### src/rtl/burst_arbiter.sv
// Two-port (icache/dcache) line arbiter onto a 64-bit burst memory bus.
// Owns one 4-beat line buffer. Keeps saturating grant and conflict counters.
module burst_arbiter #(
  parameter int CNT_WIDTH = 32
) (
  input  logic                 clk,
  input  logic                 rst,
  input  logic                 dfp_read,
  input  logic [31:0]          dfp_addr,
  output logic [255:0]         dfp_rdata,
  output logic                 dfp_resp,
  input  logic                 dfp_dread,
  input  logic                 dfp_dwrite,
  input  logic [31:0]          dfp_daddr,
  input  logic [255:0]         dfp_dwdata,
  output logic [255:0]         dfp_drdata,
  output logic                 dfp_dresp,
  output logic [31:0]          bmem_addr,
  output logic                 bmem_read,
  output logic                 bmem_write,
  output logic [63:0]          bmem_wdata,
  input  logic                 bmem_ready,
  input  logic                 bmem_rvalid,
  input  logic [63:0]          bmem_rdata,
  output logic [CNT_WIDTH-1:0] i_req_count,
  output logic [CNT_WIDTH-1:0] d_req_count,
  output logic [CNT_WIDTH-1:0] conflict_count
);
  typedef enum logic [2:0] {IDLE, RD_CMD, RD_DATA, WR, RESP} state_t;

  localparam logic [CNT_WIDTH-1:0] CNT_ONE = CNT_WIDTH'(1);

  state_t                state_q, state_d;
  logic                  owner_q, owner_d;       // 1 = dcache owns the bus
  logic                  last_d_q, last_d_d;     // 1 = dcache won the last conflict
  logic [31:0]           addr_q, addr_d;
  logic [3:0][63:0]      line_q, line_d;
  logic [1:0]            idx_q, idx_d;
  logic [CNT_WIDTH-1:0]  icnt_q, icnt_d, dcnt_q, dcnt_d, ccnt_q, ccnt_d;

  logic i_req, d_req, conflict, pick_d;

  assign i_req    = dfp_read;
  assign d_req    = dfp_dread | dfp_dwrite;
  assign conflict = i_req & d_req;
  // dcache wins by default; icache wins a conflict right after dcache won one
  assign pick_d   = d_req & ~(conflict & last_d_q);

  always_comb begin
    state_d  = state_q;
    owner_d  = owner_q;
    last_d_d = last_d_q;
    addr_d   = addr_q;
    line_d   = line_q;
    idx_d    = idx_q;
    icnt_d   = icnt_q;
    dcnt_d   = dcnt_q;
    ccnt_d   = ccnt_q;
    unique case (state_q)
      IDLE: begin
        if (i_req | d_req) begin
          owner_d = pick_d;
          addr_d  = pick_d ? {dfp_daddr[31:5], 5'b0} : {dfp_addr[31:5], 5'b0};
          idx_d   = 2'd0;
          if (pick_d && dfp_dwrite) begin
            line_d  = dfp_dwdata;
            state_d = WR;
          end else begin
            state_d = RD_CMD;
          end
          if (pick_d) begin
            if (dcnt_q != '1) dcnt_d = dcnt_q + CNT_ONE;
          end else begin
            if (icnt_q != '1) icnt_d = icnt_q + CNT_ONE;
          end
          if (conflict) begin
            last_d_d = pick_d;
            if (ccnt_q != '1) ccnt_d = ccnt_q + CNT_ONE;
          end
        end
      end
      RD_CMD: if (bmem_ready) state_d = RD_DATA;
      RD_DATA: begin
        if (bmem_rvalid) begin
          line_d[idx_q] = bmem_rdata;
          idx_d         = idx_q + 2'd1;
          if (idx_q == 2'd3) state_d = RESP;
        end
      end
      WR: begin
        if (bmem_ready) begin
          idx_d = idx_q + 2'd1;
          if (idx_q == 2'd3) state_d = RESP;
        end
      end
      RESP:    state_d = IDLE;
      default: state_d = IDLE;
    endcase
  end

  always_ff @(posedge clk) begin
    if (rst) begin
      state_q  <= IDLE;
      owner_q  <= 1'b0;
      last_d_q <= 1'b0;
      addr_q   <= '0;
      line_q   <= '0;
      idx_q    <= '0;
      icnt_q   <= '0;
      dcnt_q   <= '0;
      ccnt_q   <= '0;
    end else begin
      state_q  <= state_d;
      owner_q  <= owner_d;
      last_d_q <= last_d_d;
      addr_q   <= addr_d;
      line_q   <= line_d;
      idx_q    <= idx_d;
      icnt_q   <= icnt_d;
      dcnt_q   <= dcnt_d;
      ccnt_q   <= ccnt_d;
    end
  end

  assign bmem_addr      = addr_q;
  assign bmem_read      = (state_q == RD_CMD);
  assign bmem_write     = (state_q == WR);
  assign bmem_wdata     = (state_q == WR) ? line_q[idx_q] : 64'h0;
  assign dfp_rdata      = line_q;
  assign dfp_drdata     = line_q;
  assign dfp_resp       = (state_q == RESP) & ~owner_q;
  assign dfp_dresp      = (state_q == RESP) &  owner_q;
  assign i_req_count    = icnt_q;
  assign d_req_count    = dcnt_q;
  assign conflict_count = ccnt_q;
endmodule

### config.mk
export PLATFORM = sky130hd
export DESIGN_NAME = burst_arbiter
export DESIGN_NICKNAME = d
export VERILOG_FILES = /design/src/rtl/burst_arbiter.sv
export SDC_FILE = /design/constraint.sdc
export NUM_CORES = 1
export LEC_CHECK = 0
export BUFFER_PORTS_ARGS = -buffer_cell sky130_fd_sc_hd__buf_2
export CAP_MARGIN = 20
export CORE_AREA = 2 2 426 428
export DETAILED_ROUTE_END_ITERATION = 16
export DIE_AREA = 0 0 428 430
export PLACE_DENSITY = 0.43
export SLEW_MARGIN = 10
export SYNTH_ARGS = -nofsm -noshare
export SYNTH_HDL_FRONTEND = slang
export SYNTH_SLANG_ARGS = --single-unit
### constraint.sdc
create_clock -name clk -period 2.3 [get_ports clk]
set_input_delay 0.345 -clock clk [delete_from_list [all_inputs] [get_ports clk]]
set_output_delay 0.345 -clock clk [all_outputs]
set_load 0.03 [all_outputs]
==> results of run 1 <==
[cells by family (layout without fill, tap and decap cells)]
family / count (synthesis) / count (layout) / synth area share, %
AND/OR/NAND/NOR: 1170 / 1170 / 25.1
other: 1 / 11 / 0.0173
adder cells (fa/ha/maj): 7 / 7 / 0.405
AO/OA/AOI/OAI: 416 / 416 / 15.6
multiplexers: 84 / 84 / 7.69
flip-flops: 386 / 386 / 35.7
XOR/XNOR: 32 / 32 / 1.30
buffers and inverters: 526 / 1810 / 14.2
[registers in the layout, indices dropped and copies added (netlist names)]
| signal | flops |
|---|---|
| bmem_addr | 27 |
| d_req_count | 32 |
| idx_q | 2 |
| last_d_q | 1 |
| i_req_count | 32 |
| dfp_drdata | 256 |
| conflict_count | 32 |
| owner_q | 1 |
| state_q | 3 |
[what timing repair did]
item,in CTS,in global routing
buffers inserted,17,13
hold buffers,341,0
setup endpoints to repair,323,91
hold endpoints to repair,276,0
pin swaps,17,9
gates cloned,4,3
gates resized for setup,155,18
[cells in the final DEF (no fill, tap or decap), types with 19 or more instances in the layout]
cell and count:
buf_2 1035, dfxtp_1 379, nor2_1 356, dlygate4sd3_1 341
nand2_1 293, nand3_1 293, a311oi_1 255, buf_4 213
mux4_2 64, clkbuf_16 57, buf_12 48, a21oi_1 47
buf_6 47, and3_4 36, and3_1 35, nand4_1 32
xnor2_1 27, a222oi_1 27, o21ai_0 25, or3_1 24
or4_1 19
[final timing paths]
kind / start / to / cells past startpoint
worst max-delay path: idx_q[1]$_SDFFE_PP0P_ / bmem_wdata[14] / 5
worst min-delay path: bmem_rdata[48] / dfp_drdata[176]$_SDFFE_PP0P_ / 3
worst max register to register: state_q[0]$_SDFFE_PP0P_ / i_req_count[23]$_SDFFE_PP0P_ / 7
worst min register to register: conflict_count[23]$_SDFFE_PP0P_ / conflict_count[23]$_SDFFE_PP0P_ / 2
[power by group through the flow]
stage                     clock, mW  sequential [mW]  combinational, mW
after global placement            0             10.6               20.5
after floorplan                   0             12.6               10.8
after CTS                      8.99             10.5               21.9
final                          8.67             10.6               21.9
after global routing           9.18             10.7               23.1
after detailed placement          0             10.7               20.6
[metal layers]
| layer | routed length, µm | global-route usage, % | up-vias |
|---|---|---|---|
| met5 | 17 | 0 | - |
| met4 | 6290 | 6.02 | 2 |
| met3 | 12200 | 3.64 | 226 |
| met2 | 68500 | 24.2 | 1357 |
| met1 | 57200 | 18.0 | 12922 |
| li1 | - | - | 11860 |
[worst max-delay path: stages, from the launching register on]
cell       delay [ns]
dfxtp_4          0.42
buf_4            0.22
clkbuf_16        0.21
mux4_2           0.51
and3_4           0.20
buf_6            0.13
[final cells by class]
cell class,instances,area (µm²)
Timing Repair Buffer,1697,12000
Inverter,18,70.1
Tap cell,2370,2970
Sequential cell,386,7750
Antenna cell,6,15.0
Clock inverter,19,218
Multi-Input combinational cell,1714,11200
Clock buffer,76,1580
Fill cell,19948,144000
==> results.json, run 1 <==
{
  "die_w_um": 428,
  "slew_headroom_pct": 54.2,
  "dpl_cell_area_um2": 29500,
  "numClockSinks": 386,
  "cp_max_fo": 5,
  "crit_required_ns": 1.96,
  "die_h_um": 430,
  "design_area_um2": 35800,
  "period_needed_ns": 2.69,
  "initial_utilization_pct": 12.0,
  "hold_viol": 0,
  "arrival_ns": 2.35,
  "clk_pin_slew_ns": 0.06,
  "area_growth_pct": 65.4,
  "drt_first_pass_iters": 5,
  "power_density_nw_per_um2": 1150,
  "regToRegSetupSlack_ns": 0.10,
  "grt_pass1_wl_mm": 195,
  "async_flop_share_pct": 0,
  "synth_cells": 2622,
  "gp_congestion": 0.920,
  "start_kind": "flop",
  "synth_top_area_share_pct": 35.7,
  "io_pins": 1099,
  "postSynthAreaPerCell_um2": 8.25,
  "tightest_slew_ns": 0.688,
  "grt_pass1_vias": 25085,
  "drc_errors": 0,
  "antenna_found_initial": 14,
  "drive_gt1_share_pct": 40.9,
  "whs_ns": 0.0696,
  "vias_per_cell": 4.19,
  "wl_per_cell_um": 23.0,
  "period_share_pct": 117,
  "power.share.switching_pct": 50.6,
  "synthTopCellsByArea": "dfxtp_1 (36%), a311oi_1 (10%), buf_4 (9.1%)",
  "hp-class": "input port to flop",
  "grt_max_degree": 84,
  "ant_nets": 0,
  "nets": 4268,
  "max-vdd-ir-drop_mv": 0.531,
  "ys_seq_area_share_pct": 35.7,
  "core.rowCount": 156,
  "core_um2": 180000,
  "yosysMostFrequentCell": "dfxtp_1",
  "finalSetupTns_ns": -20.18,
  "synth_cell_type_count": 60,
  "finalWorstSetupSlack_ns": -0.394,
  "dp_hpwl_mm": 108,
  "clkLatencyLatePin_ns": 0.65,
  "rsz0062_at_grt": "yes",
  "status": "finished with violations",
  "synth_ff_type": "dfxtp_1",
  "finalPower_mw": 41.2,
  "slew_violations": 0,
  "pwr-share-clk_pct": 21.0,
  "internal_power_mw": 20.3,
  "crit_type": "flop to primary output",
  "max_freq_mhz": 371,
  "netlist_area_um2": 21600,
  "seqPwrFrac_pct": 25.8,
  "die-area_um2": 184000,
  "comb_power_share_pct": 53.2,
  "cap_violations": 0,
  "endpoint_kind": "primary output",
  "buffer_ports.inserted": 1083,
  "violations": "negative setup slack",
  "fin_util_pct": 19.9,
  "grt-ovfl-total": 0,
  "yosysTopAreaCell": "dfxtp_1",
  "place_inst": 5809,
  "clock_path_buffers": 3,
  "synth-seq-cells": 386,
  "cts_made_buffers": 53,
  "drt_iter0_drc": 2172,
  "synth-edff-count": 0,
  "synth_warnings": 0,
  "dp_slack_ns": -0.428,
  "setup_viol": 64,
  "track_usage_pct": 14.6,
  "synth_common_cells": "dfxtp_1 (386), nor2_1 (357), nand2_1 (298), nand3_1 (293), buf_4 (263)",
  "clockRootBuffer": "clkbuf_16",
  "p_sw_mw": 20.9,
  "power_leakage_nw": 15.5,
  "finalNonFillerCells": 6286,
  "cts_tree": "yes",
  "htree_levels": 2,
  "vias": 26367,
  "fin_skew_ns": 0.0314,
  "wirelength_mm": 144
}
Power figures use the tool's default switching activity.
==> inputs of run 2 (changes only) <==
ABC_AREA = 1   (was unset)
CELL_PAD_IN_SITES_DETAIL_PLACEMENT = 1   (was unset)
CELL_PAD_IN_SITES_GLOBAL_PLACEMENT = 1   (was unset)
CORE_AREA = 2 2 425 427   (was 2 2 426 428)
DIE_AREA = 0 0 427 429   (was 0 0 428 430)
PLACE_DENSITY = 0.56   (was 0.43)
==> results.json, run 2 <==
{
  "status": "finished with violations",
  "violations": "negative setup slack",
  "grt_pass1_vias": 32852,
  "setup_viol": 64,
  "finalWorstSetupSlack_ns": -0.198,
  "tightest_slew_ns": 0.803,
  "crit_type": "flop to primary output",
  "largest_reg_flops": 256,
  "synth_cell_type_count": 31,
  "pwr-share-clk_pct": 16.9,
  "drt_first_pass_iters": 5,
  "nets": 5497,
  "hp-class": "input port to flop",
  "buffer_ports.inserted": 1083,
  "async_flop_share_pct": 0,
  "power_density_nw_per_um2": 1450,
  "min-delay-start": "dfp_dwdata[162]",
  "internal_power_mw": 23.4,
  "synth_common_cells": "nand2_1 (1161), nor2_1 (442), a21oi_1 (403), o21ai_0 (392), dfxtp_1 (386)",
  "dp_hpwl_mm": 138,
  "reg2reg_from": "state_q[0]$_SDFFE_PP0P_",
  "wirelength_mm": 190,
  "regToRegSetupSlack_ns": 0.09,
  "drc_errors": 0,
  "cts_made_buffers": 56,
  "layout_common_cells": "nand2_1 (1158), buf_2 (1015), nor2_1 (439)",
  "p_sw_mw": 31.5,
  "vias": 33483,
  "vias_per_cell": 4.45,
  "netlist_area_um2": 25300,
  "crit_slowest_cell": "dfxtp_2",
  "clk_pin_slew_ns": 0.07,
  "die_h_um": 429,
  "synth_ff_type": "dfxtp_1",
  "regArea_um2": 7740,
  "die_w_um": 427,
  "postSynthAreaPerCell_um2": 6.10,
  "max-vdd-ir-drop_mv": 0.934,
  "finalSetupTns_ns": -7.90,
  "period_share_pct": 109,
  "synth_top_area_share_pct": 30.5,
  "antenna_found_initial": 45,
  "clkLatencyLatePin_ns": 0.69,
  "hold_end": "dfp_drdata[162]$_SDFFE_PP0P_",
  "ys_seq_area_share_pct": 30.5,
  "ant_nets": 0,
  "synthTopCellsByArea": "dfxtp_1 (30%), nand2_1 (17%), a21oi_1 (8.0%)",
  "power.share.switching_pct": 57.4,
  "fin_skew_ns": 0.0368,
  "numClockSinks": 386,
  "seqPwrFrac_pct": 20.7,
  "clockRootBuffer": "clkbuf_16",
  "crit_required_ns": 1.96,
  "synth_warnings": 0,
  "synth-seq-cells": 386,
  "slew_headroom_pct": 46.5,
  "fillers": 22223,
  "cp_max_fo": 6,
  "period_needed_ns": 2.50,
  "core_um2": 178000,
  "initial_utilization_pct": 14.2,
  "yosysMostFrequentCell": "nand2_1",
  "clock_path_buffers": 3,
  "slew_violations": 0,
  "dp_slack_ns": -0.0608,
  "wl_per_cell_um": 25.2,
  "hold_viol": 0,
  "area_growth_pct": 49.1,
  "cp_slowest_stage_delay_ns": 0.33,
  "die-area_um2": 183000,
  "multiInputGateArea_um2": 14300,
  "rsz0062_at_grt": "yes",
  "arrival_ns": 2.15,
  "synth-edff-count": 0,
  "cts_tree": "yes",
  "track_usage_pct": 19.3,
  "gp_congestion": 0.926,
  "crit-reg2reg-capture": "dfp_drdata[172]$_SDFFE_PP0P_",
  "final_common_cell": "nand2_1",
  "drt_iter0_drc": 2559,
  "grt_max_degree": 117,
  "max_freq_mhz": 400,
  "drive_gt1_share_pct": 28.8,
  "synth_cells": 4154,
  "whs_ns": 0.0648,
  "endpoint_kind": "primary output",
  "r2r_cells": 10,
  "path_cells": "inv_4 > nand2_8 > nor2_4 > clkinv_8 > buf_16 > buf_12 > a21oi_2 > buf_6",
  "htree_levels": 2,
  "io_pins": 1099,
  "yosysTopAreaCell": "dfxtp_1",
  "finalPower_mw": 55.0,
  "grt-ovfl-total": 0,
  "power_leakage_nw": 17.0,
  "comb_power_share_pct": 62.4,
  "start_kind": "flop",
  "grt_pass1_wl_mm": 256,
  "core.rowCount": 155,
  "hold-path-cell-count": 5,
  "cap_violations": 0
}
[run 2: cell count changes after synthesis, sizes merged, moves of 106 or more]
cell | previous run | this run
inv | 18 | 194
o21ai | 28 | 403
a311oi | 257 | 0
a21oi | 48 | 403
nand4 | 34 | 140
nand2 | 298 | 1167
[run 2: cells by family after synthesis]
group / count (synthesis) / share of synthesized area [%]
AO/OA/AOI/OAI: 833 / 16.6
XOR/XNOR: 41 / 1.42
adder cells (fa/ha/maj): 7 / 0.346
buffers and inverters: 770 / 15.9
flip-flops: 386 / 30.5
other: 1 / 0.0148
AND/OR/NAND/NOR: 2116 / 35.2
[run 2: worst max-delay path by stage]
stage	start	end
after detailed placement	state_q[0]$_SDFFE_PP0P_	dfp_drdata[53]$_SDFFE_PP0P_
after CTS	idx_q[0]$_SDFFE_PP0P_	bmem_wdata[33]
final	state_q[2]$_SDFFE_PP0P_	bmem_wdata[40]
after global placement	state_q[0]$_SDFFE_PP0P_	dfp_drdata[60]$_SDFFE_PP0P_
after floorplan	idx_q[0]$_SDFFE_PP0P_	dfp_drdata[10]$_SDFFE_PP0P_
after global routing	idx_q[0]$_SDFFE_PP0P_	bmem_wdata[33]
[run 2: through the flow]
step	instances	util [%]	cell area, µm²
global placement	7172	18.2	32400
detailed placement	7172	18.2	32400
global route	7526	21.2	37800
finish	7529	21.2	37800
CTS	7475	20.9	37100
floorplan	4158	-	25400
[run 2: cell type report]
class	instances	area share (%)
Clock buffer	85	4.48
Inverter	195	2.02
Clock inverter	18	0.510
Antenna cell	30	0.199
Tap cell	2355	7.80
Sequential cell	386	20.5
Multi-Input combinational cell	3002	37.7
Timing Repair Buffer	1458	26.8
[run 2: worst max-delay path: cells and delay by family, from the launching register on]
kind	cells	cell delay, ns
flip-flops	1	0.33
AND/OR/NAND/NOR	2	0.23
buffers and inverters	5	0.75
AO/OA/AOI/OAI	1	0.13
[run 2: what timing repair did]
item | 4_1_cts | 5_1_grt
hold buffers | 185 | 0
buffers inserted | 8 | 17
endpoints found under the hold margin | 157 | 0
pin swaps | 8 | 17
cloned | 7 | 9
gates resized for setup | 207 | 101
endpoints found under the setup margin | 161 | 125
[run 2: power by group through the flow]
stage | Clock (mW) | Combinational, mW | Sequential (mW)
CTS | 9.60 | 32.7 | 11.3
floorplan | 0 | 16.8 | 13.6
finish | 9.31 | 34.3 | 11.4
global route | 9.85 | 36.4 | 11.5
global placement | 0 | 30.8 | 11.4
detailed placement | 0 | 31.1 | 11.4
[run 2: per-layer routing]
layer | part of all wire, % | vias to the layer above | wire [µm] | global-route usage [%]
met2 | 47 | 1394 | 88900 | 31.5
met4 | 5.5 | 4 | 10400 | 10.0
met1 | 41 | 16513 | 78400 | 24.1
met5 | 0.011 | - | 21 | 0
met3 | 6.5 | 287 | 12300 | 3.62
li1 | - | 15285 | - | -
